<file path="src/rtl/fir_sched_pkg.sv">
// ============================================================================
// fir_sched_pkg : shared types and RF register indices for the FIR scheduler
// Revision: 1.0
// ============================================================================
`default_nettype none

package fir_sched_pkg;

   typedef enum logic [2:0] {
      S_IDLE    = 3'd0,
      S_PICK    = 3'd1,
      S_SET_IN  = 3'd2,
      S_SET_CO  = 3'd3,
      S_SET_OUT = 3'd4,
      S_START   = 3'd5,
      S_DRAIN   = 3'd6,
      S_DONE    = 3'd7
   } state_t;

   localparam logic [4:0] REG_IN  = 5'd10;
   localparam logic [4:0] REG_CO  = 5'd11;
   localparam logic [4:0] REG_OUT = 5'd12;

endpackage

`default_nettype wire

</file>
<file path="src/rtl/rr_free_picker.sv">
// ============================================================================
// rr_free_picker : first non-busy core, searching upward from rr_ptr (wrapping)
// Revision: 1.0
// ============================================================================
`default_nettype none

module rr_free_picker #(
   parameter int NUM_CORES = 2,
   parameter int PW        = $clog2(NUM_CORES)
) (
   input  logic [NUM_CORES-1:0] core_busy,
   input  logic [PW-1:0]        rr_ptr,
   output logic                 found,
   output logic [PW-1:0]        idx
);

   logic [PW-1:0] cand;

   // NUM_CORES is a power of two, so PW-bit addition wraps modulo NUM_CORES
   always_comb begin
      found = 1'b0;
      idx   = '0;
      cand  = '0;
      for (int k = 0; k < NUM_CORES; k++) begin
         cand = rr_ptr + PW'(k);
         if (!found && !core_busy[cand]) begin
            found = 1'b1;
            idx   = cand;
         end
      end
   end

endmodule

`default_nettype wire

</file>
<file path="src/rtl/fir_multicore_scheduler.sv">
// ============================================================================
// fir_multicore_scheduler : dispatches FIR sample jobs round-robin over cores
// Revision: 1.0
// ============================================================================
`default_nettype none

module fir_multicore_scheduler
   import fir_sched_pkg::*;
#(
   parameter int          NUM_CORES   = 2,
   parameter int          NUM_SAMPLES = 16,
   parameter logic [31:0] INPUT_BASE  = 32'h0000_0000,
   parameter logic [31:0] COEFF_BASE  = 32'h0000_0040,
   parameter logic [31:0] OUTPUT_BASE = 32'h0000_0080
) (
   input  logic                 clock,
   input  logic                 reset,
   input  logic                 go,
   output logic                 busy,
   output logic                 all_done,
   output logic                 spurious_done,
   output logic [NUM_CORES-1:0] core_start,
   input  logic [NUM_CORES-1:0] core_done,
   output logic                 rf_we,
   output logic [NUM_CORES-1:0] rf_core_sel,
   output logic [4:0]           rf_waddr,
   output logic [31:0]          rf_wdata
);

   localparam int IW = $clog2(NUM_SAMPLES + 1);
   localparam int PW = $clog2(NUM_CORES);
   localparam logic [IW-1:0] C_NUM_SAMPLES = IW'(NUM_SAMPLES);

   state_t               state_q, state_d;
   logic [IW-1:0]        idx_q, idx_d;
   logic [IW-1:0]        done_cnt_q, done_cnt_d;
   logic [NUM_CORES-1:0] core_busy_q, core_busy_d;
   logic [PW-1:0]        rr_ptr_q, rr_ptr_d;
   logic [PW-1:0]        target_q, target_d;
   logic                 spurious_q, spurious_d;

   logic                 pick_found;
   logic [PW-1:0]        pick_idx;
   logic [NUM_CORES-1:0] done_valid;
   logic [NUM_CORES-1:0] done_spur;
   logic [IW-1:0]        done_inc;
   logic [NUM_CORES-1:0] tgt_oh;
   logic [31:0]          idx_offs;

   rr_free_picker #(
      .NUM_CORES (NUM_CORES),
      .PW        (PW)
   ) u_picker (
      .core_busy (core_busy_q),
      .rr_ptr    (rr_ptr_q),
      .found     (pick_found),
      .idx       (pick_idx)
   );

   always_comb begin
      done_valid = core_done & core_busy_q;
      done_spur  = core_done & ~core_busy_q;
      done_inc   = '0;
      for (int i = 0; i < NUM_CORES; i++) begin
         done_inc = done_inc + IW'(done_valid[i]);
      end
   end

   always_comb begin
      state_d     = state_q;
      idx_d       = idx_q;
      done_cnt_d  = done_cnt_q;
      core_busy_d = core_busy_q;
      rr_ptr_d    = rr_ptr_q;
      target_d    = target_q;
      spurious_d  = spurious_q;

      // Completions are accepted in every state except IDLE, including while dispatching
      if (state_q != S_IDLE) begin
         core_busy_d = core_busy_q & ~done_valid;
         done_cnt_d  = done_cnt_q + done_inc;
         if (|done_spur) begin
            spurious_d = 1'b1;
         end
      end

      case (state_q)
         S_IDLE, S_DONE: begin
            if (go) begin
               state_d     = S_PICK;
               idx_d       = '0;
               done_cnt_d  = '0;
               core_busy_d = '0;
               rr_ptr_d    = '0;
            end
         end
         S_PICK: begin
            if (idx_q == C_NUM_SAMPLES) begin
               state_d = S_DRAIN;
            end else if (pick_found) begin
               target_d = pick_idx;
               state_d  = S_SET_IN;
            end
         end
         S_SET_IN:  state_d = S_SET_CO;
         S_SET_CO:  state_d = S_SET_OUT;
         S_SET_OUT: state_d = S_START;
         S_START: begin
            core_busy_d[target_q] = 1'b1;
            idx_d    = idx_q + 1'b1;
            rr_ptr_d = target_q + 1'b1;
            state_d  = S_PICK;
         end
         S_DRAIN: begin
            if (done_cnt_q == C_NUM_SAMPLES) begin
               state_d = S_DONE;
            end
         end
         default: state_d = S_IDLE;
      endcase
   end

   always_comb begin
      tgt_oh           = '0;
      tgt_oh[target_q] = 1'b1;
      idx_offs         = 32'(idx_q) << 2;

      busy          = (state_q != S_IDLE) && (state_q != S_DONE);
      all_done      = (state_q == S_DONE);
      spurious_done = spurious_q;
      core_start    = '0;
      rf_we         = 1'b0;
      rf_core_sel   = '0;
      rf_waddr      = '0;
      rf_wdata      = '0;

      case (state_q)
         S_SET_IN: begin
            rf_we       = 1'b1;
            rf_core_sel = tgt_oh;
            rf_waddr    = REG_IN;
            rf_wdata    = INPUT_BASE + idx_offs;
         end
         S_SET_CO: begin
            rf_we       = 1'b1;
            rf_core_sel = tgt_oh;
            rf_waddr    = REG_CO;
            rf_wdata    = COEFF_BASE;
         end
         S_SET_OUT: begin
            rf_we       = 1'b1;
            rf_core_sel = tgt_oh;
            rf_waddr    = REG_OUT;
            rf_wdata    = OUTPUT_BASE + idx_offs;
         end
         S_START: core_start = tgt_oh;
         default: ;
      endcase
   end

   always_ff @(posedge clock) begin
      if (reset) begin
         state_q     <= S_IDLE;
         idx_q       <= '0;
         done_cnt_q  <= '0;
         core_busy_q <= '0;
         rr_ptr_q    <= '0;
         target_q    <= '0;
         spurious_q  <= 1'b0;
      end else begin
         state_q     <= state_d;
         idx_q       <= idx_d;
         done_cnt_q  <= done_cnt_d;
         core_busy_q <= core_busy_d;
         rr_ptr_q    <= rr_ptr_d;
         target_q    <= target_d;
         spurious_q  <= spurious_d;
      end
   end

endmodule

`default_nettype wire

</file>
<file path="config.mk">
export PLATFORM = sky130hd
export DESIGN_NAME = fir_multicore_scheduler
export DESIGN_NICKNAME = d
export VERILOG_FILES = /design/src/rtl/fir_sched_pkg.sv /design/src/rtl/rr_free_picker.sv /design/src/rtl/fir_multicore_scheduler.sv
export SDC_FILE = /design/constraint.sdc
export NUM_CORES = 1
export LEC_CHECK = 0
export CELL_PAD_IN_SITES_DETAIL_PLACEMENT = 1
export CELL_PAD_IN_SITES_GLOBAL_PLACEMENT = 2
export CORE_AREA = 3 3 75 77
export DETAILED_ROUTE_END_ITERATION = 10
export DIE_AREA = 0 0 78 80
export GPL_TIMING_DRIVEN = 0
export HOLD_SLACK_MARGIN = 0.02
export PLACE_DENSITY_LB_ADDON = 0.05
export SLEW_MARGIN = 40
export SYNTH_ARGS = -nofsm -noshare
export SYNTH_HDL_FRONTEND = slang
export SYNTH_SLANG_ARGS = --single-unit
</file>
<file path="constraint.sdc">
create_clock -name clock -period 3.5 [get_ports clock]
set_input_delay 0.7 -clock clock [delete_from_list [all_inputs] [get_ports clock]]
set_output_delay 0.7 -clock clock [all_outputs]
set_load 0.01 [all_outputs]
</file>
==> results of run 1 <==
path summary, 6_finish.rpt:
check,startpoint,to,depth (start not counted),slack (ns)
hold / removal,spurious_done,spurious_done,2,0.46
hold reg to reg,spurious_done,spurious_done,2,0.46
setup / recovery,state_q[2],rf_core_sel[0],5,0.81
setup reg to reg,core_busy_q[0],done_cnt_q[4],6,1.87
power groups by stage:
stage	Combinational [mW]	Clock, mW	Sequential (mW)
4_1_cts	0.170	0.183	0.222
3_3_place_gp	0.167	0	0.226
6_report	0.168	0.178	0.222
2_1_floorplan	0.110	0	0.225
3_5_place_dp	0.169	0	0.227
5_1_grt	0.187	0.190	0.224
state kept, by name (all words and copies together) (netlist names):
signal         flops
done_cnt_q         5
idx_q              5
state_q            3
core_busy_q        2
rr_ptr_q           1
spurious_done      1
target_q           1
through the flow:
| stage | hold slack (ns) | power, mW | instances | instance area [sq um] |
|---|---|---|---|---|
| CTS | 0.467 | 0.575 | 283 | 1750 |
| finish | 0.458 | 0.568 | 283 | 1750 |
| global route | 0.501 | 0.601 | 283 | 1750 |
| detailed placement | 0.454 | 0.396 | 279 | 1700 |
| global placement | 0.441 | 0.393 | 279 | 1700 |
| floorplan | 0.458 | 0.335 | 187 | 1390 |
routing by layer:
metal / wire length [um] / vias up / track usage (%)
met5: 0 / - / 0
met4: 39 / 0 / 3.67
met3: 243 / 4 / 2.26
met2: 1480 / 49 / 19.0
met1: 1680 / 539 / 15.1
li1: - / 607 / -
worst min-delay path: stages (launching register included):
cell	delay (ns)
dfxtp_1	0.31
inv_1	0.05
a21oi_1	0.05
final cells by class:
type	instances	area share [%]
Multi-Input combinational cell	126	42.8
Sequential cell	18	20.6
Buffer	35	14.2
Timing Repair Buffer	22	12.6
Tap cell	70	5.00
Clock buffer	4	3.14
Inverter	8	1.71
cells in the final DEF, fill, tap and decap left out, types with 2 or more instances in the layout:
master / count
o22ai_1: 3
inv_1: 8
a41oi_1: 2
buf_4: 30
dfxtp_1: 18
clkbuf_8: 4
or3_1: 3
nand3_1: 4
ha_1: 3
a311oi_1: 4
o211ai_1: 3
nor2b_1: 5
a21oi_1: 12
nor2_1: 8
nand2b_1: 5
clkdlybuf4s50_1: 22
conb_1: 27
nor4_1: 2
o21ai_0: 7
and2_1: 8
buf_2: 4
nand2_1: 12
kinds of logic (layout without fill, tap and decap cells):
family,count (synthesis),count (layout),synth area share (%)
AO/OA/AOI/OAI,38,38,18.8
XOR/XNOR,1,1,0.678
adder cells (fa/ha/maj),4,4,4.46
buffers and inverters,43,69,21.6
flip-flops,18,18,27.9
other,1,27,0.290
AND/OR/NAND/NOR,56,56,26.3
==> results.toml, run 1 <==
[global_routing]
grt_usage_pct = 11.5
grt_pass1_vias = 1177
globalRouteOverflowTotal = 0
antenna_found_initial = 0
grt_pass1_wl_mm = 5.80
grt_max_degree = 11

[yosys]
async_flop_share_pct = 0
yosys_most_used_dff = "dfxtp_1"
ys_seq_elements = 18
yosys.cell_types.count = 39
yosys.area.top_type_share_pct = 27.9
synth_area_leaders = "dfxtp_1 (28%), buf_4 (17%), a21oi_1 (4.7%)"
ys_top_cells_by_count = "buf_4 (30), dfxtp_1 (18), a21oi_1 (12), nand2_1 (12)"
netlist_instances = 161
yosysWarnings = 0
ys_seq_area_share_pct = 27.9
yosys.area.top_type = "dfxtp_1"
synth_area_sq_um = 1290
yosysMostFrequentCell = "buf_4"
synth-edff-count = 0
synth.avg_cell_area_sq_um = 8.02

[finish]
multiInputGateArea_sq_um = 749
ff_latch_area_sq_um = 360
layout-drive-gt1-share_pct = 20.7
fillers = 646
layout.nets = 223
syn2layout_area_growth_pct = 35.7
final_util_pct = 34.5
antenna_cells = 0

[floorplan]
initial_utilization_pct = 25.4
fp.dieH_um = 80
placementRows = 26
pin_count = 50
core_area_sq_um = 5070
die_x_um = 78
die_area_sq_um = 6240

[setup_path]
path_class = "reg -> out"
critPathMaxFanout = 10
start_kind = "flop"
path_cells = "buf_2 > nand2b_1 > o21ai_1 > nor2b_1 > clkdlybuf4s50_1"
cp_top_family = "buffers and inverters"
crit_buf_inv = 2
max_stage_delay_ns = 0.54
worstPathArrival_ns = 1.99
cp.required_ns = 2.80
slowest_stage = "clkdlybuf4s50_1"
end_kind = "primary output"

[timing]
finClkSkew_ns = 0.00964
fin_crit_sh_pct = 77.0
setup_slack_ns = 0.806
slew_violations = 0
setup_violations = 0
rsz0062_at_grt = "false"
maxSlewHeadroom_pct = 64.3
period_minus_slack_ns = 2.69
finalHoldViolCount = 0
tns_ns = 0
fmax_mhz = 371
worst_pin_slew_ns = 0.532

[power_and_ir_drop]
peakVddDrop_mv = 0.161
seqPwrFrac_pct = 39.1
p_leak_nw = 0.767
cellPowerDensity_nw_per_um2 = 324
p_comb_share_pct = 29.6
p_switching_uw = 175
p_int_uw = 393
clockPowerShare_pct = 31.3
sw_frac_of_total_pct = 30.8

[hold_path]
min_path_type = "reg -> reg"

[clock_tree]
clockBufferDepth = 2
cts.clk_slew.worst_paths_ns = 0.08
cts_resized = 0
cts_tree = "done"
cts_buffers = 3
h-tree-depth = 1
clkLatencyLatePin_ns = 0.26
hold_buffers = 0
cts.sinks = 18
post_cts_buffers = 0
clockRootBuffer = "clkbuf_8"

[route]
drtAntennaViolNets = 0
drtIter0Drc = 97
drc = 0
wl_mm = 3.44
routed_via_density = 4.24
first_pass_iters = 4
via_count = 1199
post_drt_wl_per_cell_um = 12.1

[outcome]
status = "finished clean"

[placement]
post-place-ws_ns = 1.09
dp.final_hpwl_mm = 2.73
portBuffers = 22
place.gp.congestion = 0.731

[job]
drv_cap = 0
Power figures use the tool's default switching activity.
==> inputs of run 2 (changes only) <==
--- a/config.mk
+++ b/config.mk
@@ -7,9 +7,9 @@
 export LEC_CHECK = 0
 export CELL_PAD_IN_SITES_DETAIL_PLACEMENT = 1
 export CELL_PAD_IN_SITES_GLOBAL_PLACEMENT = 2
-export CORE_AREA = 3 3 75 77
+export CORE_AREA = 3 3 83 85
 export DETAILED_ROUTE_END_ITERATION = 10
-export DIE_AREA = 0 0 78 80
+export DIE_AREA = 0 0 86 88
 export GPL_TIMING_DRIVEN = 0
 export HOLD_SLACK_MARGIN = 0.02
 export PLACE_DENSITY_LB_ADDON = 0.05
==> constraint.sdc (replaced) <==
create_clock -name clock -period 2.42 [get_ports clock]
set_input_delay 0.484 -clock clock [delete_from_list [all_inputs] [get_ports clock]]
set_output_delay 0.484 -clock clock [all_outputs]
set_load 0.01 [all_outputs]
==> results.toml, run 2 (synthesis gave the netlist of run 1 again) <==
[timing]
tns_ns = 0
worst_pin_slew_ns = 0.529
rsz0062_at_grt = "true"
setup_violations = 0
period_minus_slack_ns = 2.32
maxSlewHeadroom_pct = 64.5
fmax_mhz = 430
finClkSkew_ns = 0.00274
finalHoldViolCount = 0
setup_slack_ns = 0.0969
fin_crit_sh_pct = 96.0
slew_violations = 0

[power_and_ir_drop]
p_int_uw = 543
seqPwrFrac_pct = 40.9
p_comb_share_pct = 32.2
clockPowerShare_pct = 26.9
sw_frac_of_total_pct = 31.4
p_switching_uw = 249
p_leak_nw = 0.769
cellPowerDensity_nw_per_um2 = 445
peakVddDrop_mv = 0.149

[global_routing]
grt_usage_pct = 9.77
grt_pass1_wl_mm = 5.88
grt_max_degree = 11
grt_pass1_vias = 1214
antenna_found_initial = 0
globalRouteOverflowTotal = 0

[clock_tree]
clkLatencyLatePin_ns = 0.25
cts_tree = "done"
cts.sinks = 18
clockBufferDepth = 2
clockRootBuffer = "clkbuf_8"
cts.clk_slew.worst_paths_ns = 0.07
h-tree-depth = 1
cts_buffers = 3
hold_buffers = 0

[setup_path]
worstPathArrival_ns = 1.84
end_kind = "primary output"
path_class = "reg -> out"
start_kind = "flop"
critPathMaxFanout = 10
cp.required_ns = 1.94

[placement]
dp.final_hpwl_mm = 2.83
portBuffers = 22
post-place-ws_ns = 0.174
dp_cells = 286
place.gp.congestion = 0.703

[finish]
top_regs = "done_cnt_q (5), idx_q (5), state_q (3)"
final_util_pct = 28.3
antenna_cells = 0
syn2layout_area_growth_pct = 37.8
layout.nets = 224
layout-drive-gt1-share_pct = 23.5
layoutNonFillerInstCount = 290
final_cell_mix = "buf_4 (32), conb_1 (27), clkdlybuf4s50_1 (22)"
layout_commonest_cell = "buf_4"

[route]
via_count = 1229
wl_met1_mm = 1.62
first_pass_iters = 4
post_drt_wl_per_cell_um = 12.2
drc = 0
highest_layer = "met4"
met2WireLength_mm = 1.67
wl_mm = 3.55
dr_wl_met3_um = 227
drtIter0Drc = 47
routed_via_density = 4.24
drtAntennaViolNets = 0

[job]
drv_cap = 0

[floorplan]
die_x_um = 86
initial_utilization_pct = 20.6
die_area_sq_um = 7570
pin_count = 50
placementRows = 29
core_area_sq_um = 6280
fp.dieH_um = 88

[outcome]
status = "finished clean"

[hold_path]
min_path_type = "reg -> reg"
run 2: path summary, 6_finish.rpt:
kind,startpoint,end,slack [ns],depth (start not counted)
min,spurious_done,spurious_done,0.47,2
max,state_q[2],rf_wdata[3],0.1,5
max reg2reg,core_busy_q[0],done_cnt_q[2],0.82,6
min reg2reg,spurious_done,spurious_done,0.47,2
run 2: metal layers:
layer,up-vias,GRT usage [%]
li1,603,-
met1,582,12.1
met2,40,16.9
met3,4,2.07
met4,0,3.02
met5,-,0
run 2: worst max-delay path, cell delays in order (launching register included):
cell             delay (ns)
dfxtp_2                0.34
buf_6                  0.14
nand2b_2               0.21
a21oi_2                0.21
and2_1                 0.15
clkdlybuf4s50_1        0.53
run 2: layout make-up:
type                       count  area, sq um
buffer                        35          260
clock buffer                   3         41.3
fill                         784         4500
inverter                       8         30.0
multi-input combinational    126          759
sequential                    18          364
tap                           77         96.3
timing repair buffer          23          228
run 2: metrics by stage:
stage               area, sq um  hold slack, ns  power, mW
floorplan                  1390           0.458      0.484
global placement           1710           0.438      0.572
CTS                        1760           0.494      0.796
detailed placement         1710           0.474      0.574
finish                     1780           0.474      0.792
global route               1780           0.539      0.841
run 2: timing repair:
| item | CTS | global route |
|---|---|---|
| endpoints found under the setup margin | 9 | 11 |
| pin swaps | 1 | 2 |
| gates resized for setup | 3 | 8 |
| setup buffers | 0 | 1 |
| cloned | 0 | 0 |
run 2: power groups by stage:
stage | clock network [mW] | logic, mW | registers [mW]
final | 0.213 | 0.255 | 0.324
after detailed placement | 0 | 0.245 | 0.329
after global placement | 0 | 0.245 | 0.328
after global routing | 0.232 | 0.283 | 0.326
after CTS | 0.224 | 0.250 | 0.322
after floorplan | 0 | 0.159 | 0.325
